==> config.mk <==
export PLATFORM = sky130hd
export DESIGN_NAME = note_sequencer_flat
export DESIGN_NICKNAME = d
export VERILOG_FILES = /design/src/rtl/seq_pkg.sv /design/src/rtl/note_sequencer_if.sv /design/src/rtl/step_timer.sv /design/src/rtl/note_sequencer.sv /design/src/flat_wrapper.sv
export SDC_FILE = /design/constraint.sdc
export NUM_CORES = 1
export LEC_CHECK = 0
export BUFFER_PORTS_ARGS = -buffer_cell sky130_fd_sc_hd__buf_2
export CORE_UTILIZATION = 57
export DETAILED_ROUTE_END_ITERATION = 6
export HOLD_SLACK_MARGIN = 0.06
export PLACE_DENSITY = 0.85
export SKIP_LAST_GASP = 1
export SYNTH_ARGS = -nofsm -noshare
export SYNTH_HDL_FRONTEND = slang
export SYNTH_SLANG_ARGS = --single-unit
==> constraint.sdc <==
create_clock -name clk -period 2.4 [get_ports clk]
set_input_delay 0.48 -clock clk [delete_from_list [all_inputs] [get_ports clk]]
set_output_delay 0.48 -clock clk [all_outputs]
set_load 0.01 [all_outputs]
==> src/rtl/seq_pkg.sv <==
// Shared types and constants for the note sequencer: FSM states and
// the reserved ROM byte values.
package seq_pkg;

  typedef enum logic [2:0] {
    IDLE,
    FETCH,
    LOAD,
    PLAY,
    DONE
  } state_t;

  localparam logic [7:0] END_MARK = 8'hFF;
  localparam logic [7:0] REST     = 8'h00;

endpackage

==> src/rtl/note_sequencer_if.sv <==
// Bundle between the sequencer, its control source, the note ROM and the
// tone generator. The master side is the sequencer itself.
interface note_sequencer_if #(
  parameter int ADDR_W = 8
);

  logic              play;
  logic              restart;
  logic              loop_en;
  logic [ADDR_W-1:0] rom_addr;
  logic [7:0]        rom_data;
  logic [7:0]        fullnote;
  logic              gate;
  logic              step_strobe;
  logic              song_done;
  logic              playing;

  modport master (
    input  play, restart, loop_en, rom_data,
    output rom_addr, fullnote, gate, step_strobe, song_done, playing
  );

  modport slave (
    output play, restart, loop_en, rom_data,
    input  rom_addr, fullnote, gate, step_strobe, song_done, playing
  );

endinterface

==> src/rtl/step_timer.sv <==
// Per-step tick counter. expire marks the last tick of a step, gap_done the
// end of the articulation gap; gap_next is gap_done as it will read after the
// coming edge, so a registered gate can line up with the tick it describes.
module step_timer #(
  parameter int TICKS_PER_STEP = 4194304,
  parameter int GAP_TICKS      = 262144,
  parameter int TICK_W         = 23
) (
  input  logic clk,
  input  logic rst,
  input  logic en,
  input  logic clr,
  output logic expire,
  output logic gap_done,
  output logic gap_next
);

  logic [TICK_W-1:0] tick;
  logic [TICK_W-1:0] tick_d;

  always_comb begin
    tick_d = tick;
    if (clr) begin
      tick_d = '0;
    end else if (en) begin
      tick_d = expire ? '0 : tick + TICK_W'(1);
    end
  end

  always_ff @(posedge clk or posedge rst) begin
    if (rst) begin
      tick <= '0;
    end else begin
      tick <= tick_d;
    end
  end

  assign expire   = (tick == TICK_W'(TICKS_PER_STEP - 1));
  assign gap_done = (tick >= TICK_W'(GAP_TICKS));
  assign gap_next = (tick_d >= TICK_W'(GAP_TICKS));

endmodule

==> src/rtl/note_sequencer.sv <==
// Tempo-driven note sequencer: fetches notes from a synchronous ROM, holds
// each for one step and drives an articulation gate for the tone generator.
module note_sequencer
  import seq_pkg::*;
#(
  parameter int ADDR_W         = 8,
  parameter int SONG_LEN       = 256,
  parameter int TICKS_PER_STEP = 4194304,
  parameter int GAP_TICKS      = 262144,
  parameter int TICK_W         = 23
) (
  input logic            clk,
  input logic            rst,
  note_sequencer_if.master bus
);

  localparam logic [ADDR_W-1:0] LAST_ADDR = ADDR_W'(SONG_LEN - 1);

  state_t            state;
  state_t            state_d;
  logic [ADDR_W-1:0] addr_q;
  logic [ADDR_W-1:0] addr_d;
  logic [7:0]        note_q;
  logic [7:0]        note_d;
  logic              gate_q;
  logic              gate_d;
  logic              strobe_q;
  logic              strobe_d;
  logic              done_q;
  logic              done_d;
  logic              t_en;
  logic              t_clr;
  logic              expire;
  logic              gap_done;
  logic              gap_next;
  logic              song_end;

  step_timer #(
    .TICKS_PER_STEP(TICKS_PER_STEP),
    .GAP_TICKS     (GAP_TICKS),
    .TICK_W        (TICK_W)
  ) u_timer (
    .clk     (clk),
    .rst     (rst),
    .en      (t_en),
    .clr     (t_clr),
    .expire  (expire),
    .gap_done(gap_done),
    .gap_next(gap_next)
  );

  // Restart overrides everything; song_end funnels both the end marker and
  // the last address into one wrap-or-stop decision.
  always_comb begin
    state_d  = state;
    addr_d   = addr_q;
    note_d   = note_q;
    strobe_d = 1'b0;
    done_d   = 1'b0;
    t_en     = 1'b0;
    t_clr    = 1'b0;
    song_end = 1'b0;
    if (bus.restart) begin
      addr_d  = '0;
      note_d  = REST;
      t_clr   = 1'b1;
      state_d = bus.play ? FETCH : IDLE;
    end else begin
      unique case (state)
        IDLE: begin
          note_d = REST;
          if (bus.play) state_d = FETCH;
        end
        FETCH: state_d = LOAD;
        LOAD: begin
          if (bus.rom_data == END_MARK) begin
            song_end = 1'b1;
          end else begin
            note_d   = bus.rom_data;
            strobe_d = 1'b1;
            t_clr    = 1'b1;
            state_d  = PLAY;
          end
        end
        PLAY: begin
          if (bus.play) begin
            if (!expire) begin
              t_en = 1'b1;
            end else if (addr_q == LAST_ADDR) begin
              song_end = 1'b1;
            end else begin
              addr_d  = addr_q + ADDR_W'(1);
              state_d = FETCH;
            end
          end
        end
        DONE: note_d = REST;
        default: state_d = IDLE;
      endcase
      if (song_end) begin
        if (bus.loop_en) begin
          addr_d  = '0;
          state_d = FETCH;
        end else begin
          note_d  = REST;
          done_d  = 1'b1;
          state_d = DONE;
        end
      end
    end
  end

  assign gate_d = (state_d == PLAY) && bus.play && (note_d != REST) && gap_next;

  always_ff @(posedge clk or posedge rst) begin
    if (rst) begin
      state    <= IDLE;
      addr_q   <= '0;
      note_q   <= REST;
      gate_q   <= 1'b0;
      strobe_q <= 1'b0;
      done_q   <= 1'b0;
    end else begin
      state    <= state_d;
      addr_q   <= addr_d;
      note_q   <= note_d;
      gate_q   <= gate_d;
      strobe_q <= strobe_d;
      done_q   <= done_d;
    end
  end

  // The gate may only be open once the gap part of the step has elapsed.
  gate_after_gap_a: assert property (@(posedge clk) disable iff (rst) gate_q |-> gap_done);

  assign bus.rom_addr    = addr_q;
  assign bus.fullnote    = note_q;
  assign bus.gate        = gate_q;
  assign bus.step_strobe = strobe_q;
  assign bus.song_done   = done_q;
  assign bus.playing     = (state == FETCH) || (state == LOAD) || (state == PLAY);

endmodule

==> src/flat_wrapper.sv <==
// flat-port wrapper written by rule: the top's interface ports become plain ports
module note_sequencer_flat import seq_pkg::*;
#(
  parameter int ADDR_W         = 8,
  parameter int SONG_LEN       = 256,
  parameter int TICKS_PER_STEP = 4194304,
  parameter int GAP_TICKS      = 262144,
  parameter int TICK_W         = 23
)
  (clk, rst, bus_play, bus_restart, bus_loop_en, bus_rom_data, bus_rom_addr, bus_fullnote, bus_gate, bus_step_strobe, bus_song_done, bus_playing);
  note_sequencer_if #(.ADDR_W(ADDR_W)) bus_i ();
  input logic clk;
  input logic rst;
  input wire logic [$bits(bus_i.play)-1:0] bus_play;
  input wire logic [$bits(bus_i.restart)-1:0] bus_restart;
  input wire logic [$bits(bus_i.loop_en)-1:0] bus_loop_en;
  input wire logic [$bits(bus_i.rom_data)-1:0] bus_rom_data;
  output wire logic [$bits(bus_i.rom_addr)-1:0] bus_rom_addr;
  output wire logic [$bits(bus_i.fullnote)-1:0] bus_fullnote;
  output wire logic [$bits(bus_i.gate)-1:0] bus_gate;
  output wire logic [$bits(bus_i.step_strobe)-1:0] bus_step_strobe;
  output wire logic [$bits(bus_i.song_done)-1:0] bus_song_done;
  output wire logic [$bits(bus_i.playing)-1:0] bus_playing;
  assign bus_i.play = bus_play;
  assign bus_i.restart = bus_restart;
  assign bus_i.loop_en = bus_loop_en;
  assign bus_i.rom_data = bus_rom_data;
  assign bus_rom_addr = bus_i.rom_addr;
  assign bus_fullnote = bus_i.fullnote;
  assign bus_gate = bus_i.gate;
  assign bus_step_strobe = bus_i.step_strobe;
  assign bus_song_done = bus_i.song_done;
  assign bus_playing = bus_i.playing;
  note_sequencer #(.ADDR_W(ADDR_W), .SONG_LEN(SONG_LEN), .TICKS_PER_STEP(TICKS_PER_STEP), .GAP_TICKS(GAP_TICKS), .TICK_W(TICK_W)) u_core (.clk(clk), .rst(rst), .bus(bus_i));
endmodule
==> impl_summary.txt, run 1 <==
----------------------------------------------------
[Yosys]
  Cell type with the largest total area after synthesis ... dfrtp_1
  Warnings, synthesis ... 0
  Post-synth EDFFs ... 0
  Sequential element share of the synthesized area ... 44.6%
  Synthesized instance count ... 260
  Number of different library cells in the post-synthesis netlist ... 51
  Post-Synthesis Mean Instance Area ... 9.72 um2
  Post-synthesis register bit count ... 45
  Area share of the largest cell type after synthesis ... 44.6%
  Most used flip-flop cell after synthesis ... dfrtp_1
  Synth async-reset ratio ... 100%
  Syn nets ... 275
  Post-synth design cell area ... 2530 um2
  Largest cells by area after synthesis ... dfrtp_1, nor2_1, or3_1

[Clock network]
  Clock latency on the worst-skew pair ... 0.30 ns
  Root buf cell ... clkbuf_8
  Setup Buffers After CTS ... 0
  Resized cells post-CTS ... 0
  Clk pin slew, worst setup/hold paths ... 0.08 ns
  TritonCTS clock tree ... built
  H-Tree Depth ... 2
  Clock buffers created by TritonCTS ... 5
  Clk buf depth ... 2
  Total of hold buffers inserted after clock tree synthesis ... 0
  Sinks on the clock net ... 45

[STA]
  Final Skew ... 0.00659 ns
  Achievable frequency ... 453 MHz
  Final Cycle Share ... 92.0%
  Relative slew slack ... 58.8%
  Total of endpoints with negative setup slack in the final report ... 0
  Worst slew pin tran ... 0.611 ns
  Final hold violation count ... 0
  RSZ-0062 raised after global routing ... false
  Aggregate negative setup slack ... 0 ns
  Final critical delay including setup and external delays ... 2.21 ns
  Pins over their slew limit ... 0

[Layout]
  Signed area change from the synthesized netlist to the final layout ... 11.5%
  Final-stage net count ... 311
  Total inserted antenna cells ... 0
  Post-route cell area ... 2820 um2
  Non-filler instance count after layout ... 347
  Most frequent cells in the layout ... dfrtp_1, nor2_1, buf_2
  Leading cell type in the layout, fill and taps excluded ... dfrtp_1
  Share of layout cells above drive strength 1 ... 21.2%

[Die]
  Initial Util ... 61.4%
  Die area ... 4700 um2
  Placeable core area ... 4120 um2
  Top-level I/O count ... 33
  Y dimension of the die ... 68.6 um
  Floorplan row count ... 23
  Die width ... 68.6 um

[Place]
  Post-DP HPWL ... 3660 um
  Last weighted congestion value of the routability-driven placer ... 0.795
  Post-detailed-placement cell area ... 2740 um2
  Count of port buffers added during placement ... 32
  Placed instance count ... 339

[Global routing]
  Via count of the first global-routing pass ... 1940
  Wire length of the first global-routing pass ... 8580 um
  Total congestion overflow after global routing ... 0
  All-layer global routing usage ... 24.9%
  Pin count of the biggest net entering global routing ... 24
  Antenna violations before repair ... 0

[Pwr]
  Reported leakage power ... 1.25 nW
  Power density cells ... 478 nW/um2
  Total power ... 1.35 mW
  VDD IR-drop max ... 0.000288 V

[Setup path]
  Worst EP required ... 2.62 ns
  Capturing element type of the critical path ... register
  Crit Path Max Fanout ... 10
  Data arrival time of the critical path ... 2.43 ns
  Worst Setup Start Kind ... register
  Critical setup path kind ... reg -> reg

[Route]
  Wirelength per Cell ... 14.9 um
  Post-DRT Antenna Nets ... 0
  Post-detailed-routing wire length ... 5180 um
  Number of remaining DRC errors ... 0
  Vias per cell ... 6.21
  First-pass DRT Iterations ... 4
  Starting DRT DRC Count ... 149
  Via count ... 2156

[Hold path]
  Worst min-delay path category ... in -> async

[Run status]
  Outcome ... complete, no violations

[Job]
  Max_cap viols ... 0

----------------------------------------------------
-- report_power, final --
group	total, mW	internal (mW)	switching, mW
clock	0.446	0.207	0.239
sequential	0.781	0.769	0.0121
combinational	0.120	0.0438	0.0760
-- metal layers --
| layer | track usage, % | vias up | wire (um) |
|---|---|---|---|
| li1 | - | 1039 | - |
| met1 | 32.1 | 1056 | 2310 |
| met2 | 41.1 | 53 | 2580 |
| met3 | 4.44 | 8 | 184 |
| met4 | 10.7 | 0 | 104 |
| met5 | 0 | - | 0 |
-- cells by family after synthesis --
logic type | count (synthesis) | synth area share, %
AOI/OAI and AO/OA | 61 | 15.7
xor gates and xnor gates | 11 | 3.81
adders and majority gates | 2 | 0.990
buffers and inverters | 16 | 3.32
DFF | 45 | 44.6
muxes | 5 | 1.98
and+or+nand+nor | 120 | 29.6
-- through the flow --
stage | setup slack [ns] | util (%) | hold WS, ns
after floorplan | 0.483 | - | 0.523
after global placement | 0.328 | 66.5 | 0.480
after detailed placement | 0.249 | 66.5 | 0.487
after CTS | 0.228 | 68.5 | 0.166
after global routing | 0.0170 | 68.5 | 0.203
final | 0.191 | 68.5 | 0.157
-- cells in the mapped netlist (2+ instances only) --
| cell type | number |
|---|---|
| or2_2 | 3 |
| or3_1 | 16 |
| nand4_1 | 10 |
| nand4_2 | 2 |
| o2111ai_1 | 3 |
| buf_2 | 4 |
| xnor2_1 | 7 |
| nand3_1 | 9 |
| nor3b_1 | 2 |
| xor2_1 | 4 |
| a211oi_1 | 2 |
| nor3_1 | 7 |
| nand4_4 | 2 |
| a211o_2 | 2 |
| nor4_4 | 3 |
| a21oi_1 | 19 |
| nand2_1 | 13 |
| and3_1 | 3 |
| o21ai_0 | 17 |
| inv_1 | 7 |
| mux2i_1 | 5 |
| nor2_1 | 32 |
| dfrtp_1 | 45 |
| ha_1 | 2 |
| a22oi_1 | 9 |
| nor4_1 | 7 |
-- cell type report --
class	instances	area (um2)
tap	50	62.6
timing repair buffer	38	205
sequential	45	1130
fill	325	1300
multi-input combinational	199	1320
clock buffer	8	80.1
inverter	7	26.3
-- final timing paths --
kind,startpoint,to,slack [ns],depth (start not counted)
setup reg to reg,u_core.u_timer.tick[8]$_DFF_PP0_,u_core.state[0]$_DFF_PP0_,0.19,5
hold / removal,rst,u_core.bus.rom_addr[3]$_DFF_PP0_,0.16,2
min in group clk,bus_loop_en,u_core.bus.song_done$_DFF_PP0_,0.37,2
hold reg to reg,u_core.bus.fullnote[6]$_DFF_PP0_,u_core.bus.fullnote[6]$_DFF_PP0_,0.56,2
setup / recovery,u_core.u_timer.tick[8]$_DFF_PP0_,u_core.state[0]$_DFF_PP0_,0.19,5
max in group asynchronous,rst,u_core.u_timer.tick[4]$_DFF_PP0_,1.68,3
-- critical path, stage by stage (launching register included) --
cell	delay, ns
dfrtp_1	0.44
nand4_2	0.22
nor4_4	0.54
a41oi_1	0.40
o21bai_4	0.36
a2bb2oi_1	0.17
-- sequential cells by signal, summed over array words and instances, names as in the netlist --
register and flops:
u_core.bus.rom_addr 8, u_core.state 3, u_core.bus.song_done 1, u_core.u_timer.tick 23, u_core.bus.fullnote 8, u_core.bus.step_strobe 1
u_core.bus.gate 1
(Power assumes the default switching activity.)
==> inputs of run 2 (changes only) <==
PLACE_DENSITY = 0.81   (was 0.85)
==> run 2 against run 1 <==
Wire length is 1.9% lower. Cell area grew 0.49%. Utilization is 0.33 points higher. Worst hold slack better by 0.15 ns. Sequential share of layout area fell by 0.19 points. Clock skew rose by 0.0061 ns. Register-to-register slack improved by 0.05 ns. Die area did not move.
==> impl_summary.txt, run 2 (synthesis results as in run 1) <==
----------------------------------------------------
[STA]
  Final Skew ... 0.0127 ns (+0.00614 ns)
  Aggregate negative setup slack ... 0 ns (unchanged)
  Final Cycle Share ... 89.8% (-2.2 points)
  Achievable frequency ... 464 MHz (+2.4%)
  Pins over their slew limit ... 0 (unchanged)
  RSZ-0062 raised after global routing ... false
  Hold slack ... 0.310 ns (+0.153 ns)
  Final critical delay including setup and external delays ... 2.16 ns (-0.0527 ns)
  Relative slew slack ... 50.5% (-8.3 points)
  Total of endpoints with negative setup slack in the final report ... 0 (unchanged)
  Final hold violation count ... 0 (unchanged)
  Worst slew pin tran ... 0.743 ns (+0.132 ns)

[Pwr]
  Reported leakage power ... 1.26 nW (+0.32%)
  Cell internal power dissipation ... 1.15 mW (+13%)
  VDD IR-drop max ... 0.000412 V (+43%)
  Switching share of power ... 22.2% (-2.1 points)
  Power density cells ... 522 nW/um2 (+9.2%)
  Portion of total power attributed to combinational logic ... 7.8% (-1.1 points)
  Clk network pwr share ... 39.4% (+6.3 points)
  Power dissipated by switching net loads ... 328 uW (+0.29%)
  Power share of the sequential group ... 52.8% (-5.2 points)

[Hold path]
  Worst min-delay path category ... in -> async

[Route]
  First-pass DRT Iterations ... 4 (unchanged)
  Post-detailed-routing wire length ... 5080 um (-1.9%)
  Post-DRT Antenna Nets ... 0 (unchanged)
  Number of remaining DRC errors ... 0 (unchanged)
  Starting DRT DRC Count ... 137 (-8.1%)
  Wirelength per Cell ... 14.8 um (-1.0%)
  Via count ... 2066 (-4.2%)
  Vias per cell ... 6.01 (-3.3%)

[Global routing]
  All-layer global routing usage ... 23.4% (-1.5 points)
  Total congestion overflow after global routing ... 0 (unchanged)
  Wire length of the first global-routing pass ... 8240 um (-4.0%)
  Antenna violations before repair ... 0 (unchanged)
  Pin count of the biggest net entering global routing ... 46 (+92%)
  Via count of the first global-routing pass ... 1867 (-3.8%)

[Place]
  Last weighted congestion value of the routability-driven placer ... 0.813 (+2.3%)
  Count of port buffers added during placement ... 32 (unchanged)
  Post-DP HPWL ... 3590 um (-1.8%)
  Placed instance count ... 336 (-0.88%)
  Post-detailed-placement cell area ... 2720 um2 (-0.82%)

[Setup path]
  Reg-to-reg slack, setup ... 0.24 ns (+0.05 ns)
  Capturing element type of the critical path ... register
  Reg-to-Reg End ... u_core.state[0]$_DFF_PP0_
  Worst EP required ... 2.62 ns (about the same)
  Critical setup path kind ... reg -> reg
  Source of the worst register-to-register timing path ... u_core.u_timer.tick[5]$_DFF_PP0_
  Worst Setup Start Kind ... register
  Crit Path Max Fanout ... 10 (unchanged)
  Register-to-Register Path Depth ... 5 (unchanged)
  Data arrival time of the critical path ... 2.37 ns (-0.06 ns)

[Die]
  Die area ... 4700 um2 (unchanged)
  Floorplan row count ... 23 (unchanged)
  Initial Util ... 61.4% (unchanged)
  Die width ... 68.6 um (unchanged)
  Y dimension of the die ... 68.6 um (unchanged)
  Placeable core area ... 4120 um2 (unchanged)
  Top-level I/O count ... 33 (unchanged)

[Run status]
  Outcome ... complete, no violations

[Job]
  Max_cap viols ... 0 (unchanged)

[Clock network]
  Clk buf depth ... 2 (unchanged)
  Sinks on the clock net ... 45 (unchanged)
  TritonCTS clock tree ... built
  H-Tree Depth ... 2 (unchanged)
  Clk pin slew, worst setup/hold paths ... 0.09 ns (about the same)
  Root buf cell ... clkbuf_8
  Clock buffers created by TritonCTS ... 5 (unchanged)
  Clock latency on the worst-skew pair ... 0.30 ns (about the same)
  Setup Buffers After CTS ... 0 (unchanged)
  Resized cells post-CTS ... 0 (unchanged)
  Total of hold buffers inserted after clock tree synthesis ... 0 (unchanged)

[Layout]
  Total inserted antenna cells ... 0 (unchanged)
  Most frequent cells in the layout ... dfrtp_1, nor2_1, buf_2
  Final-stage net count ... 308 (-0.96%)
  Signed area change from the synthesized netlist to the final layout ... 12.0%
  Top register by number of flip-flops ... u_core.u_timer.tick
  Utilization of the core after routing ... 68.8% (+0.33 points)
  Leading cell type in the layout, fill and taps excluded ... dfrtp_1
  Post-route cell area ... 2830 um2 (+0.49%)
  Share of layout cells above drive strength 1 ... 21.1% (-0.12 points)
  Non-filler instance count after layout ... 344 (-0.86%)
  Max FFs per register ... 23 (unchanged)

----------------------------------------------------
[run 2: metrics by stage]
step | power (mW) | worst slack [ns]
2_1_floorplan | 0.871 | 0.483
3_3_place_gp | 0.910 | 0.310
3_5_place_dp | 0.911 | 0.252
4_1_cts | 1.49 | 0.229
5_1_grt | 1.53 | 0.0219
6_report | 1.48 | 0.244
[run 2: worst max path at each step]
stage | cells after the start | startpoint | slack, ns | end
after floorplan | 7 | u_core.state[2]$_DFF_PP0_ | 0.48 | u_core.u_timer.tick[5]$_DFF_PP0_
after global placement | 6 | bus_play | 0.31 | u_core.u_timer.tick[12]$_DFF_PP0_
after detailed placement | 5 | u_core.u_timer.tick[5]$_DFF_PP0_ | 0.25 | u_core.state[0]$_DFF_PP0_
after CTS | 5 | u_core.u_timer.tick[5]$_DFF_PP0_ | 0.23 | u_core.state[0]$_DFF_PP0_
after global routing | 5 | u_core.u_timer.tick[8]$_DFF_PP0_ | 0.02 | u_core.state[0]$_DFF_PP0_
final | 5 | u_core.u_timer.tick[5]$_DFF_PP0_ | 0.24 | u_core.state[0]$_DFF_PP0_
[run 2: final cells by class]
type                       count  area, um2
timing repair buffer          35        183
inverter                       7       26.3
tap                           50       62.6
fill                         349       1280
clock buffer                   7       86.3
multi-input combinational    199       1320
sequential                    45       1130
clock inverter                 1       30.0
[run 2: worst max-delay path, cell delays in order (launching register included)]
cell	delay (ns)
dfrtp_1	0.45
nand4_4	0.19
nor4_4	0.52
a41oi_1	0.38
o21bai_4	0.35
a2bb2oi_1	0.18
[run 2: power groups by stage]
stage                     clock network [mW]  logic, mW  registers, mW
after global routing                   0.622      0.130          0.782
after CTS                              0.594      0.117          0.780
after detailed placement                   0      0.116          0.795
after global placement                     0      0.116          0.794
after floorplan                            0     0.0744          0.796
final                                  0.582      0.115          0.780
[run 2: routing by layer]
| metal | track usage (%) | share of wire (%) | vias up |
|---|---|---|---|
| met2 | 39.8 | 50 | 36 |
| met5 | 0 | 0 | - |
| met3 | 3.95 | 2.6 | 4 |
| met4 | 5.73 | 0.79 | 0 |
| met1 | 30.9 | 47 | 984 |
| li1 | - | - | 1042 |
